[src/rtl/pll_ctl_pkg.sv]
// pll_ctl_pkg
//   Shared definitions for the PLL lock controller slice.
//   - pll_state_t : sequencing states of pll_lock_ctl
//   - DEF_M0/N/P  : divider values driven at reset and held in the
//                   configuration shadow until software writes new ones
//   - sat_inc8    : 8-bit saturating increment used by the loss counter
package pll_ctl_pkg;

  typedef enum logic [2:0] {
    ST_IDLE,
    ST_STBY_HOLD,
    ST_WAIT_LOCK,
    ST_RUN,
    ST_LOST,
    ST_FAIL
  } pll_state_t;

  localparam logic DEF_M0 = 1'b1;
  localparam int   DEF_N  = 7;
  localparam int   DEF_P  = 1;

  // Counts up to 255 and then sticks there.
  function automatic logic [7:0] sat_inc8(input logic [7:0] v);
    return (v == 8'hFF) ? v : v + 8'd1;
  endfunction

endpackage

[src/rtl/sync2.sv]
// sync2
//   Two-flop synchroniser for a single asynchronous level signal.
//   Ports:
//     clk     : destination clock
//     reset_l : asynchronous active-low reset, clears both stages
//     d       : asynchronous input
//     q       : synchronised output, two clk edges behind d
module sync2 (
  input  logic clk,
  input  logic reset_l,
  input  logic d,
  output logic q
);

  logic meta;

  // First stage may go metastable; only the second stage is used downstream.
  always_ff @(posedge clk or negedge reset_l) begin
    if (!reset_l) begin
      meta <= 1'b0;
      q    <= 1'b0;
    end else begin
      meta <= d;
      q    <= meta;
    end
  end

endmodule

[src/rtl/pll_lock_ctl.sv]
// pll_lock_ctl
//   Sequences a PLL from standby through lock, switches the system clock
//   mux onto the PLL once lock is stable, and recovers from lock loss.
//   Ports:
//     clk, reset_l   : reference clock, asynchronous active-low reset
//     en             : enable sequencing; low forces IDLE
//     plock          : asynchronous PLL lock indicator
//     cfg_valid/ready: handshake for a new divider configuration
//     cfg_m0/n/p/chstby : configuration payload (captured into a shadow)
//     pll_stby       : PLL standby control
//     pll_m0/n/p/chstby : divider settings driven to the PLL
//                      (pll_chstby[0] is the feedback port, always active)
//     clk_sel        : 0 = bypass reference, 1 = PLL output
//     locked, fail   : status flags
//     lost           : one-cycle pulse on each loss of lock
//     lost_cnt       : saturating count of lock losses
module pll_lock_ctl
  import pll_ctl_pkg::*;
#(
  parameter int N_CH         = 3,
  parameter int DIV_W        = 4,
  parameter int STBY_CYCLES  = 64,
  parameter int LOCK_TIMEOUT = 4096,
  parameter int SETTLE       = 8,
  parameter int RETRY_MAX    = 3
) (
  input  logic                  clk,
  input  logic                  reset_l,
  input  logic                  en,
  input  logic                  plock,
  input  logic                  cfg_valid,
  output logic                  cfg_ready,
  input  logic                  cfg_m0,
  input  logic [DIV_W-1:0]      cfg_n,
  input  logic [N_CH*DIV_W-1:0] cfg_p,
  input  logic [N_CH-1:0]       cfg_chstby,
  output logic                  pll_stby,
  output logic                  pll_m0,
  output logic [DIV_W-1:0]      pll_n,
  output logic [N_CH*DIV_W-1:0] pll_p,
  output logic [N_CH-1:0]       pll_chstby,
  output logic                  clk_sel,
  output logic                  locked,
  output logic                  fail,
  output logic                  lost,
  output logic [7:0]            lost_cnt
);

  localparam int SB_W = $clog2(STBY_CYCLES + 1);
  localparam int TO_W = $clog2(LOCK_TIMEOUT + 1);
  localparam int ST_W = $clog2(SETTLE + 1);
  localparam int RT_W = $clog2(RETRY_MAX + 1);

  localparam logic [SB_W-1:0] SB_LAST = SB_W'(STBY_CYCLES - 1);
  localparam logic [TO_W-1:0] TO_LAST = TO_W'(LOCK_TIMEOUT - 1);
  localparam logic [ST_W-1:0] ST_LAST = ST_W'(SETTLE - 1);
  localparam logic [RT_W-1:0] RT_LAST = RT_W'(RETRY_MAX - 1);

  localparam logic [DIV_W-1:0]      N_RST      = DIV_W'(DEF_N);
  localparam logic [DIV_W-1:0]      P_FIELD    = DIV_W'(DEF_P);
  localparam logic [N_CH*DIV_W-1:0] P_RST      = {N_CH{P_FIELD}};
  localparam logic [N_CH-1:0]       CH0_BIT    = N_CH'(1);
  localparam logic [N_CH-1:0]       CHSTBY_RST = ~CH0_BIT;

  pll_state_t              state;
  logic                    plock_s;
  logic                    cfg_fire;
  logic [SB_W-1:0]         stby_cnt;
  logic [TO_W-1:0]         timer;
  logic [ST_W-1:0]         settle;
  logic [RT_W-1:0]         retry;

  logic                    sh_m0;
  logic [DIV_W-1:0]        sh_n;
  logic [N_CH*DIV_W-1:0]   sh_p;
  logic [N_CH-1:0]         sh_chstby;

  assign cfg_fire = cfg_valid & cfg_ready;

  sync2 u_plock_sync (
    .clk     (clk),
    .reset_l (reset_l),
    .d       (plock),
    .q       (plock_s)
  );

  // Shadow of the last accepted configuration. It is decoupled from the
  // live divider outputs so a write while the PLL is running never
  // disturbs it; the PLL picks the shadow up at the next standby.
  always_ff @(posedge clk or negedge reset_l) begin
    if (!reset_l) begin
      sh_m0     <= DEF_M0;
      sh_n      <= N_RST;
      sh_p      <= P_RST;
      sh_chstby <= {N_CH{1'b1}};
    end else if (cfg_fire) begin
      sh_m0     <= cfg_m0;
      sh_n      <= cfg_n;
      sh_p      <= cfg_p;
      sh_chstby <= cfg_chstby;
    end
  end

  // Sequencer. Every output is assigned here so that each one changes on
  // the same edge as the state it belongs to; in particular clk_sel and
  // locked can only rise on entry to RUN and fall on leaving it.
  always_ff @(posedge clk or negedge reset_l) begin
    if (!reset_l) begin
      state      <= ST_IDLE;
      stby_cnt   <= '0;
      timer      <= '0;
      settle     <= '0;
      retry      <= '0;
      cfg_ready  <= 1'b1;
      pll_stby   <= 1'b1;
      pll_m0     <= DEF_M0;
      pll_n      <= N_RST;
      pll_p      <= P_RST;
      pll_chstby <= CHSTBY_RST;
      clk_sel    <= 1'b0;
      locked     <= 1'b0;
      fail       <= 1'b0;
      lost       <= 1'b0;
      lost_cnt   <= 8'd0;
    end else begin
      lost <= 1'b0;
      if (!en) begin
        state     <= ST_IDLE;
        stby_cnt  <= '0;
        timer     <= '0;
        settle    <= '0;
        retry     <= '0;
        cfg_ready <= 1'b1;
        pll_stby  <= 1'b1;
        clk_sel   <= 1'b0;
        locked    <= 1'b0;
        fail      <= 1'b0;
      end else begin
        case (state)
          ST_IDLE: begin
            state     <= ST_STBY_HOLD;
            stby_cnt  <= '0;
            cfg_ready <= 1'b0;
            pll_stby  <= 1'b1;
          end

          ST_STBY_HOLD: begin
            // Dividers only ever move here, with the PLL held in standby.
            if (stby_cnt == '0) begin
              pll_m0     <= sh_m0;
              pll_n      <= sh_n;
              pll_p      <= sh_p;
              pll_chstby <= sh_chstby & CHSTBY_RST;
            end
            if (stby_cnt == SB_LAST) begin
              state    <= ST_WAIT_LOCK;
              stby_cnt <= '0;
              timer    <= '0;
              settle   <= '0;
              pll_stby <= 1'b0;
            end else begin
              stby_cnt <= stby_cnt + SB_W'(1);
            end
          end

          ST_WAIT_LOCK: begin
            // Lock must be seen high for SETTLE consecutive cycles; any low
            // sample restarts the count, filtering lock glitches.
            if (plock_s && settle == ST_LAST) begin
              state     <= ST_RUN;
              settle    <= '0;
              timer     <= '0;
              retry     <= '0;
              cfg_ready <= 1'b1;
              clk_sel   <= 1'b1;
              locked    <= 1'b1;
            end else if (timer == TO_LAST) begin
              timer    <= '0;
              settle   <= '0;
              pll_stby <= 1'b1;
              if (retry == RT_LAST) begin
                state     <= ST_FAIL;
                cfg_ready <= 1'b1;
                fail      <= 1'b1;
              end else begin
                state    <= ST_STBY_HOLD;
                stby_cnt <= '0;
                retry    <= retry + RT_W'(1);
              end
            end else begin
              timer  <= timer + TO_W'(1);
              settle <= plock_s ? settle + ST_W'(1) : '0;
            end
          end

          ST_RUN: begin
            // A reconfiguration wins over a simultaneous loss: both end in
            // standby, and the relock uses the new dividers.
            if (cfg_fire) begin
              state     <= ST_STBY_HOLD;
              stby_cnt  <= '0;
              retry     <= '0;
              cfg_ready <= 1'b0;
              pll_stby  <= 1'b1;
              clk_sel   <= 1'b0;
              locked    <= 1'b0;
            end else if (!plock_s) begin
              state     <= ST_LOST;
              cfg_ready <= 1'b0;
              pll_stby  <= 1'b1;
              clk_sel   <= 1'b0;
              locked    <= 1'b0;
              lost      <= 1'b1;
              lost_cnt  <= sat_inc8(lost_cnt);
            end
          end

          ST_LOST: begin
            state    <= ST_STBY_HOLD;
            stby_cnt <= '0;
          end

          ST_FAIL: begin
            if (cfg_fire) begin
              state     <= ST_STBY_HOLD;
              stby_cnt  <= '0;
              retry     <= '0;
              cfg_ready <= 1'b0;
              fail      <= 1'b0;
            end
          end

          default: begin
            state     <= ST_IDLE;
            cfg_ready <= 1'b1;
            pll_stby  <= 1'b1;
            clk_sel   <= 1'b0;
            locked    <= 1'b0;
            fail      <= 1'b0;
          end
        endcase
      end
    end
  end

endmodule

[config.mk]
export PLATFORM = sky130hd
export DESIGN_NAME = pll_lock_ctl
export DESIGN_NICKNAME = d
export VERILOG_FILES = /design/src/rtl/pll_ctl_pkg.sv /design/src/rtl/sync2.sv /design/src/rtl/pll_lock_ctl.sv
export SDC_FILE = /design/constraint.sdc
export NUM_CORES = 1
export LEC_CHECK = 0
export BUFFER_PORTS_ARGS = -buffer_cell sky130_fd_sc_hd__clkbuf_2
export CAP_MARGIN = 20
export CORE_ASPECT_RATIO = 1.4
export CORE_MARGIN = 5
export CORE_UTILIZATION = 59
export CTS_BUF_LIST = sky130_fd_sc_hd__clkbuf_8
export DETAILED_ROUTE_END_ITERATION = 6
export GPL_ROUTABILITY_DRIVEN = 0
export HOLD_SLACK_MARGIN = 0.15
export PLACE_DENSITY = 0.82
export REMOVE_ABC_BUFFERS = 1
export SLEW_MARGIN = 20
export SYNTH_ARGS = -nofsm -noshare
export SYNTH_HDL_FRONTEND = slang
export SYNTH_SLANG_ARGS = --single-unit
[constraint.sdc]
create_clock -name clk -period 2.2 [get_ports clk]
set_input_delay 0.11 -clock clk [delete_from_list [all_inputs] [get_ports clk]]
set_output_delay 0.11 -clock clk [all_outputs]
set_load 0.03 [all_outputs]
==> results.ini <==
[critical_path]
cp-startpoint = timer[1]$_DFFE_PN0P_
worstPathRequired_ns = 2.49
slowest_stage = nor4_4
reg2reg_slack_ns = 0.07
cp-end-kind = register
ff2ff_path_depth = 7
path_max_fanout = 4
reg2reg_from = timer[1]$_DFFE_PN0P_
start_kind = register
r2r_end = pll_stby$_DFFE_PN1P_
worstSetupPathType = reg2reg
arrival_ns = 2.42
slowest_delay_ns = 0.44
path_cells = ha_2 > nand3_1 > nor4_4 > buf_4 > nor2_1 > a211oi_1 > mux2_2

[floorplanning]
die_y_um = 106.7
initial_core_util_pct = 60.02
dieArea_um2 = 8440
die_w_um = 79.09
io_pins = 59
coreArea_um2 = 6569
rows = 35

[finish]
final_cell_mix = dfrtp_1, clkbuf_2, mux2_2, o21ai_0, nand2_1
syn_to_final_growth_pct = 23.04
nets = 473
final.fill_count = 441
final_common_cell = dfrtp_1
diodes = 0
layout-drive-gt1-share_pct = 37.81

[sta]
relSlewSlack_pct = 35.17
slew_violations = 0
fmax_mhz = 469.3
clock_skew_ns = 0.02242
period_share_pct = 96.85
holdWs_ns = 0.3537
finalSetupViolations = 0
worst_pin_slew_ns = 0.9725
hold_viol = 0
post-route-min-period_ns = 2.131

[global_route]
grt_max_degree = 81
antenna_found_initial = 0
overflow = 0
grt_pass1_vias = 3153
grt_use_total_pct = 23.03
grt_pass1_wl_mm = 15.20

[yosys]
post_synth_fa_ha_maj_area_fraction_pct = 1.904
synth_compound_area_share_pct = 11.58
synth_mux_area_share_pct = 12.79
ys.flop_type = dfrtp_1
synth_area_um2 = 3943
netlist_instances = 350
ys_seq_elements = 82
ys_warn_count = 0
synth_xor_area_share_pct = 1.999
avgSynthCellArea_um2 = 11.26
ys_seq_area_share_pct = 52.68
synthDistinctLibCells = 60
yosys.area_share.simple_pct = 15.93
synth_top_family_by_area = simple AND/OR/NAND/NOR gates
synthArstFlopShare_pct = 100.0
synth_edf_count = 0

[hold_path]
holdPathEnd = u_plock_sync.q$_DFF_PN0_
hp-start = u_plock_sync.meta$_DFF_PN0_
hp-class = reg2reg
min_path_cells = 0

[power]
power.density_nw_per_um2 = 1192
irDropWorstVdd_uv = 700.7
power_leakage_nw = 2.178
p_total_mw = 5.781

[drt]
drc = 0
finalWirelength_mm = 8.899
vias = 3047
wl_per_cell_um = 17.08
viasPerCell = 5.848
dr.pass1.iters = 4
ant_nets = 0
drt_iter0_drc = 262

[clock_network]
clkLatencyLatePin_ns = 0.37
cts_tree = built
clk_pin_slew_ns = 0.09
cts_buffers = 9
h-tree-depth = 3
clock-sinks = 82
clk_path_buf_depth = 2
root_buffer = clkbuf_8

[placement]
hpwl_mm = 5.877
port_buffers = 56

[run_status]
status = complete, no violations

[flow_run]
maxCapViolCount = 0

[synth_stat cells (all sizes together), types with 3 or more instances]
cell	n	area share, %
buf	10	1.5
nand3	11	1.4
a22o	4	0.89
a31oi	4	0.79
o21ai	31	3.9
a21oi	10	1.4
nand2b	4	0.63
or3	3	0.48
nand2	28	2.7
nand4	8	1.3
o21a	3	0.57
o31ai	3	0.70
or2	4	0.63
inv	9	0.86
nor3	8	1.0
nor2	17	1.7
nor2b	3	0.48
and3	6	0.95
clkbuf	7	0.70
and2b	3	0.57
ha	6	1.9
mux2	43	12
xnor2	7	1.6
dfstp	20	13
dfrtp	62	39
[flip-flops by register name (all words and copies together) (netlist names)]
register / flops
pll_p: 12
sh_p: 12
timer: 13
u_plock_sync.q: 1
settle: 4
pll_m0: 1
state: 3
stby_cnt: 7
retry: 2
sh_m0: 1
pll_chstby: 2
cfg_ready: 1
lost_cnt: 8
lost: 1
locked: 1
pll_n: 4
u_plock_sync.meta: 1
fail: 1
sh_chstby: 2
sh_n: 4
pll_stby: 1
[per-stage QoR]
step / setup TNS [ns] / worst slack (ns) / cell area [um^2] / instances / util, %
2_1_floorplan: 0 / 0.005795 / 3857 / 333 / -
5_1_grt: -0.06723 / -0.06723 / 4851 / 521 / 73.85
3_3_place_gp: 0 / 0.1602 / 4380 / 481 / 66.69
4_1_cts: 0 / 0.1285 / 4833 / 519 / 73.58
3_5_place_dp: 0 / 0.1335 / 4380 / 481 / 66.69
6_report: 0 / 0.06922 / 4851 / 521 / 73.85
[how the worst max path moves through the flow]
stage	depth (start not counted)	slack, ns	to
4_1_cts	7	0.13	pll_stby$_DFFE_PN1P_
3_5_place_dp	7	0.13	pll_stby$_DFFE_PN1P_
5_1_grt	7	-0.07	pll_stby$_DFFE_PN1P_
2_1_floorplan	5	0.006	state[1]$_DFFE_PN0P_
6_report	7	0.07	pll_stby$_DFFE_PN1P_
3_3_place_gp	7	0.16	state[1]$_DFFE_PN0P_
[cell families after synthesis]
kind of cell	after synthesis
adder cells (fa/ha/maj)	6
other	1
multiplexers	45
buffers and inverters	26
flip-flops	82
XOR/XNOR	9
AND/OR/NAND/NOR	112
AO/OA/AOI/OAI	69
[power breakdown]
group | leakage [nW] | switching, mW | total, mW | internal [mW]
clock | 0.118 | 0.612 | 1.28 | 0.666
combinational | 1.04 | 1.22 | 2.15 | 0.925
sequential | 1.02 | 0.311 | 2.36 | 2.04
total | 2.18 | 2.15 | 5.78 | 3.64
[layer usage]
metal	global-route usage (%)	vias to the layer above	share of wire (%)
li1	-	1441	-
met5	0	-	0
met2	40.60	105	54
met1	27.36	1484	39
met3	4.202	17	4.7
met4	9.459	0	2.7
[what timing repair did]
item / CTS / global route
hold buffers: 22 / 0
gates resized for setup: 0 / 1
hold endpoints to repair: 83 / 0
buffers inserted: 0 / 2
endpoints found under the setup margin: 0 / 1
[cell type report]
type	count	area, um^2	share of cell area (%)
clock buffers	9	123.9	2.554
clock inverters	7	108.9	2.244
inverters	9	33.78	0.6964
multi-input cells	242	1749	36.06
flip-flops and latches	82	2077	42.82
well taps	74	92.59	1.909
repair buffers	98	665.6	13.72
[worst max-delay path, delay by kind of cell, from the launching register on]
family / cells / cell delay, ns
AOI/OAI and AO/OA: 1 / 0.27
adders and majority gates: 1 / 0.22
buffers and inverters: 1 / 0.17
DFF: 1 / 0.40
muxes: 1 / 0.39
and+or+nand+nor: 3 / 0.62
Note: power is estimated with default switching activity, not from simulation.
